<file path="config.mk">
export PLATFORM = sky130hd
export DESIGN_NAME = aes_round_sequencer
export DESIGN_NICKNAME = d
export VERILOG_FILES = /design/src/rtl/aes_seq_pkg.sv /design/src/rtl/aes_round_counter.sv /design/src/rtl/aes_round_sequencer.sv
export SDC_FILE = /design/constraint.sdc
export NUM_CORES = 1
export LEC_CHECK = 0
export ABC_AREA = 1
export CAP_MARGIN = 20
export CORE_MARGIN = 8
export CORE_UTILIZATION = 45
export CTS_CLUSTER_DIAMETER = 80
export DETAILED_ROUTE_END_ITERATION = 12
export PLACE_DENSITY = 0.83
export SYNTH_ARGS = -nofsm -noshare
export SYNTH_HDL_FRONTEND = slang
export SYNTH_HIERARCHICAL = 1
export SYNTH_SLANG_ARGS = --single-unit
</file>
<file path="constraint.sdc">
create_clock -name clk -period 1.99 [get_ports clk]
set_input_delay 0.597 -clock clk [delete_from_list [all_inputs] [get_ports clk]]
set_output_delay 0.597 -clock clk [all_outputs]
set_load 0.005 [all_outputs]
</file>
<file path="src/rtl/aes_seq_pkg.sv">
// Shared types and constants for the AES round sequencer.
// State encoding, key-size codes and default round counts.
package aes_seq_pkg;

    typedef enum logic [2:0] {
        IDLE,
        INIT,
        PHASE0,
        PHASE1,
        DONE
    } state_t;

    localparam logic [1:0] KS_128 = 2'b00;
    localparam logic [1:0] KS_192 = 2'b01;
    localparam logic [1:0] KS_256 = 2'b10;

    localparam int NR_128_DEF = 10;
    localparam int NR_192_DEF = 12;
    localparam int NR_256_DEF = 14;

endpackage

</file>
<file path="src/rtl/aes_round_counter.sv">
// Round counter: holds round, latched round count and direction,
// and derives the last-round flag and the round-key index.
module aes_round_counter
    import aes_seq_pkg::*;
#(
    parameter int ROUND_W = 4,
    parameter int NR_128  = NR_128_DEF,
    parameter int NR_192  = NR_192_DEF,
    parameter int NR_256  = NR_256_DEF
) (
    input  logic               clk,
    input  logic               reset,
    input  logic               clear,
    input  logic               inc,
    input  logic               load,
    input  logic [1:0]         key_size,
    input  logic               decrypt,
    output logic [ROUND_W-1:0] round,
    output logic [ROUND_W-1:0] key_idx,
    output logic               last_round
);

    logic [ROUND_W-1:0] nr_q;
    logic [ROUND_W-1:0] nr_sel;
    logic               dec_q;

    // Reserved code 2'b11 falls back to the 128-bit round count
    always_comb begin
        nr_sel = ROUND_W'(NR_128);
        case (key_size)
            KS_192:  nr_sel = ROUND_W'(NR_192);
            KS_256:  nr_sel = ROUND_W'(NR_256);
            default: nr_sel = ROUND_W'(NR_128);
        endcase
    end

    always_ff @(posedge clk or negedge reset) begin
        if (!reset) begin
            round <= '0;
            nr_q  <= ROUND_W'(NR_128);
            dec_q <= 1'b0;
        end else if (load) begin
            round <= '0;
            nr_q  <= nr_sel;
            dec_q <= decrypt;
        end else if (clear) begin
            round <= '0;
        end else if (inc) begin
            round <= round + 1'b1;
        end
    end

    assign last_round = (round == nr_q);
    assign key_idx    = dec_q ? (nr_q - round) : round;

endmodule

</file>
<file path="src/rtl/aes_round_sequencer.sv">
// AES-128/192/256 round sequencer with output handshake and abort.
// Optional key-schedule stall input enabled by AES_SEQ_KEY_STALL_EN.
module aes_round_sequencer
    import aes_seq_pkg::*;
#(
    parameter int ROUND_W = 4,
    parameter int NR_128  = NR_128_DEF,
    parameter int NR_192  = NR_192_DEF,
    parameter int NR_256  = NR_256_DEF
) (
    input  logic               clk,
    input  logic               reset,
    input  logic               start,
    input  logic [1:0]         key_size,
    input  logic               decrypt,
    input  logic               abort,
    input  logic               out_ready,
`ifdef AES_SEQ_KEY_STALL_EN
    input  logic               key_ready,
`endif
    output logic               ready_in,
    output logic               busy,
    output logic               load_state,
    output logic               phase,
    output logic               mix_en,
    output logic [ROUND_W-1:0] round,
    output logic [ROUND_W-1:0] key_idx,
    output logic               out_valid
);

    state_t state;
    state_t state_n;
    logic   clear;
    logic   inc;
    logic   load;
    logic   go;
    logic   last_round;

`ifdef AES_SEQ_KEY_STALL_EN
    assign go = key_ready;
`else
    assign go = 1'b1;
`endif

    aes_round_counter #(
        .ROUND_W (ROUND_W),
        .NR_128  (NR_128),
        .NR_192  (NR_192),
        .NR_256  (NR_256)
    ) u_cnt (
        .clk        (clk),
        .reset      (reset),
        .clear      (clear),
        .inc        (inc),
        .load       (load),
        .key_size   (key_size),
        .decrypt    (decrypt),
        .round      (round),
        .key_idx    (key_idx),
        .last_round (last_round)
    );

    always_ff @(posedge clk or negedge reset) begin
        if (!reset) begin
            state <= IDLE;
        end else begin
            state <= state_n;
        end
    end

    always_comb begin
        state_n    = state;
        clear      = 1'b0;
        inc        = 1'b0;
        load       = 1'b0;
        ready_in   = 1'b0;
        busy       = 1'b0;
        load_state = 1'b0;
        phase      = 1'b0;
        mix_en     = 1'b0;
        out_valid  = 1'b0;
        unique case (state)
            IDLE: begin
                ready_in = 1'b1;
                if (start) begin
                    load    = 1'b1;
                    state_n = INIT;
                end
            end
            INIT: begin
                busy       = 1'b1;
                load_state = 1'b1;
                if (go) begin
                    inc     = 1'b1;
                    state_n = PHASE0;
                end
            end
            PHASE0: begin
                busy    = 1'b1;
                state_n = PHASE1;
            end
            PHASE1: begin
                busy   = 1'b1;
                phase  = 1'b1;
                mix_en = !last_round;
                if (go) begin
                    if (last_round) begin
                        state_n = DONE;
                    end else begin
                        inc     = 1'b1;
                        state_n = PHASE0;
                    end
                end
            end
            DONE: begin
                busy      = 1'b1;
                out_valid = 1'b1;
                ready_in  = out_ready;
                // Back-to-back: a new block is accepted straight from DONE
                if (out_ready && start) begin
                    load    = 1'b1;
                    state_n = INIT;
                end else if (out_ready) begin
                    clear   = 1'b1;
                    state_n = IDLE;
                end
            end
            default: begin
                state_n = IDLE;
            end
        endcase
        // Abort overrides every other transition
        if (abort) begin
            state_n = IDLE;
            clear   = 1'b1;
            inc     = 1'b0;
            load    = 1'b0;
        end
    end

endmodule

</file>
==> results.py <==
metrics = {
    "clock_network": {
        "clk_path_buf_depth": 2,
        "clockRootBuffer": "clkbuf_4",
        "cts.clk_slew.worst_paths_ns": 0.08,
        "cts-buffers-inserted": 3,
        "cts.sinks": 10,
        "cts_max_level": 1,
        "cts_tree": "built",
        "clk_latency_ns": 0.29,
    },
    "timing": {
        "fin_skew_ns": 0.00344,
        "drv_slew": 0,
        "max_freq_mhz": 441,
        "period_share_pct": 114,
        "rsz0062_at_grt": "true",
        "tightest_slew_ns": 0.470,
        "worst_slack_ns": -0.277,
        "min_period_ns": 2.27,
        "timing.hold.ws_ns": 0.579,
        "hold_viol": 0,
        "slew_headroom_pct": 68.6,
        "finalSetupViolations": 5,
    },
    "global_route": {
        "grt_util_all_layers_pct": 13.8,
        "busiest_layer": "met2",
        "grt_max_degree": 11,
        "grt_pass1_vias": 825,
        "grt-ovfl-total": 0,
        "use_met1_pct": 15.1,
        "grt_first_pass_wirelength_mm": 3.63,
        "met3_usage_pct": 2.97,
        "antenna_found_initial": 0,
        "use_met2_pct": 24.5,
    },
    "yosys": {
        "yosysSeqAreaShare_pct": 35.2,
        "syn_avg_cell_area_um2": 7.22,
        "netlist_area_um2": 714,
        "synth_cell_types": 20,
        "synthesis.nets": 113,
        "postSynthCellCount": 99,
        "ys_warn_count": 6,
        "synth_seq_cells": 10,
    },
    "detailed_routing": {
        "first_pass_iters": 4,
        "num_vias": 870,
        "drc": 0,
        "ant_nets": 0,
        "routed_wl_mm": 2.54,
        "wl_per_cell_um": 15.6,
        "vias_per_cell": 5.34,
        "drt-initial-drc-count": 22,
    },
    "power_and_ir_drop": {
        "ir_drop_mv": 0.492,
        "finalPower_w": 0.000770,
        "p_sw_w": 0.000266,
        "p_int_w": 0.000504,
        "combPwrFrac_pct": 41.1,
        "p_per_area_nw_per_um2": 648,
        "power_frac_clock_pct": 26.1,
        "swShare_pct": 34.6,
        "p_seq_share_pct": 32.7,
        "power_leakage_nw": 0.616,
    },
    "cells_and_area": {
        "final_common_cell": "buf_4",
        "nets": 162,
        "fillers": 89,
        "area_delta_synth_final_pct": 66.4,
        "n_antenna_cell": 0,
        "final_util_pct": 78.9,
        "most-common-layout-cells": "buf_4 (23), nand2_1 (21), nor2_1 (11)",
        "drive_above_1_share_pct": 38.1,
    },
    "min_path": {
        "hp-class": "reg -> reg",
    },
    "worst_setup_path": {
        "worstSetupEndpointType": "primary output",
        "path_max_fanout": 2,
        "crit_type": "reg -> out",
        "crit_arrival_ns": 1.67,
        "startpoint_type": "flop",
        "crit_required_ns": 1.39,
    },
    "status": {
        "violations": "negative setup slack",
        "outcome": "finished with violations",
    },
    "placed_design": {
        "gp_congestion": 0.860,
        "hpwl_mm": 1.55,
        "portBuffers": 21,
    },
    "floorplan": {
        "dieArea_um2": 3120,
        "core_um2": 1510,
        "rows": 14,
        "dieHeight_um": 55.8,
        "die_x_um": 55.8,
        "initial_core_util_pct": 47.4,
        "ios": 22,
    },
    "run": {
        "max_cap_violations": 0,
    },
}
-- per-layer routing --
layer / vias to the layer above / part of all wire [%]
met5: - / 0
met4: 0 / 3.9
met3: 13 / 5.6
met2: 39 / 51
met1: 413 / 39
li1: 405 / -
-- synth_stat cells (all sizes together) --
| library cell | number | area (um^2) |
|---|---|---|
| nand3 | 6 | 30.0 |
| inv | 16 | 60.1 |
| nor3 | 3 | 25.0 |
| buf | 1 | 7.51 |
| o21ai | 10 | 50.1 |
| a21oi | 4 | 23.8 |
| xor2 | 1 | 8.76 |
| dfrtp | 9 | 225 |
| nor2 | 17 | 81.3 |
| clkinv | 1 | 3.75 |
| ha | 5 | 62.6 |
| dfstp | 1 | 26.3 |
| fa | 1 | 20.0 |
| nand2 | 24 | 90.1 |
-- timing repair --
item,in CTS,in global routing
gates resized for setup,31,12
cloned,0,0
setup buffers,3,6
hold buffers,0,0
setup endpoints to repair,13,10
pin swaps,1,3
-- kinds of logic (layout without fill, tap and decap cells) --
logic type                 Yosys count  in the layout  synth area share [%]
DFF                                 10             10                  35.2
and+or+nand+nor                     50             50                  31.7
xor gates and xnor gates             1              1                  1.23
AOI/OAI and AO/OA                   14             14                  10.3
buffers and inverters               18             66                  9.98
adders and majority gates            6              6                  11.6
-- critical path: stages, from the launching register on --
cell and delay, ns:
dfstp_2 0.56, buf_6 0.10, inv_2 0.03, fa_2 0.33, xor2_1 0.15, o21ai_1 0.10
buf_2 0.12
-- state kept, by name, indices dropped and copies added, names as in the netlist --
signal and count:
u_cnt/dec_q 1, state 3, u_cnt/nr_q 2, u_cnt/round 4
-- final timing paths --
path,depth (start not counted),startpoint,slack [ns],to
setup / recovery,6,u_cnt/nr_q[1],-0.28,key_idx[2]
hold / removal,2,u_cnt/nr_q[2],0.58,u_cnt/nr_q[2]
setup reg to reg,13,u_cnt/nr_q[1],-0.03,u_cnt/round[3]
hold reg to reg,2,u_cnt/nr_q[2],0.58,u_cnt/nr_q[2]
max in group asynchronous,1,reset,1.01,state[1]
min in group asynchronous,1,reset,0.63,u_cnt/nr_q[2]
-- final cells by class --
cell class / instances / area [um^2] / area share [%]
Tap cell: 16 / 20.0 / 1.68
Inverter: 17 / 63.8 / 5.37
Timing Repair Buffer: 45 / 380 / 32.0
Clock buffer: 4 / 36.3 / 3.05
Multi-Input combinational cell: 71 / 434 / 36.5
Sequential cell: 10 / 254 / 21.4
-- through the flow --
stage | std cells | setup TNS [ns] | instance area (um^2) | setup WS [ns]
floorplan | 99 | 0 | 714 | 0.150
global placement | 150 | -1.60 | 1050 | -0.421
detailed placement | 150 | -1.91 | 1050 | -0.458
CTS | 157 | -1.29 | 1110 | -0.266
global route | 163 | -1.37 | 1190 | -0.330
finish | 163 | -1.09 | 1190 | -0.277
-- power groups by stage --
stage,Combinational [W],Clock (W),Sequential [W]
2_1_floorplan,0.000127,0,0.000250
3_3_place_gp,0.000249,0,0.000252
3_5_place_dp,0.000262,0,0.000254
4_1_cts,0.000276,0.000196,0.000251
5_1_grt,0.000345,0.000212,0.000254
6_report,0.000316,0.000201,0.000252
No activity file was read; power rests on OpenSTA's default activity.
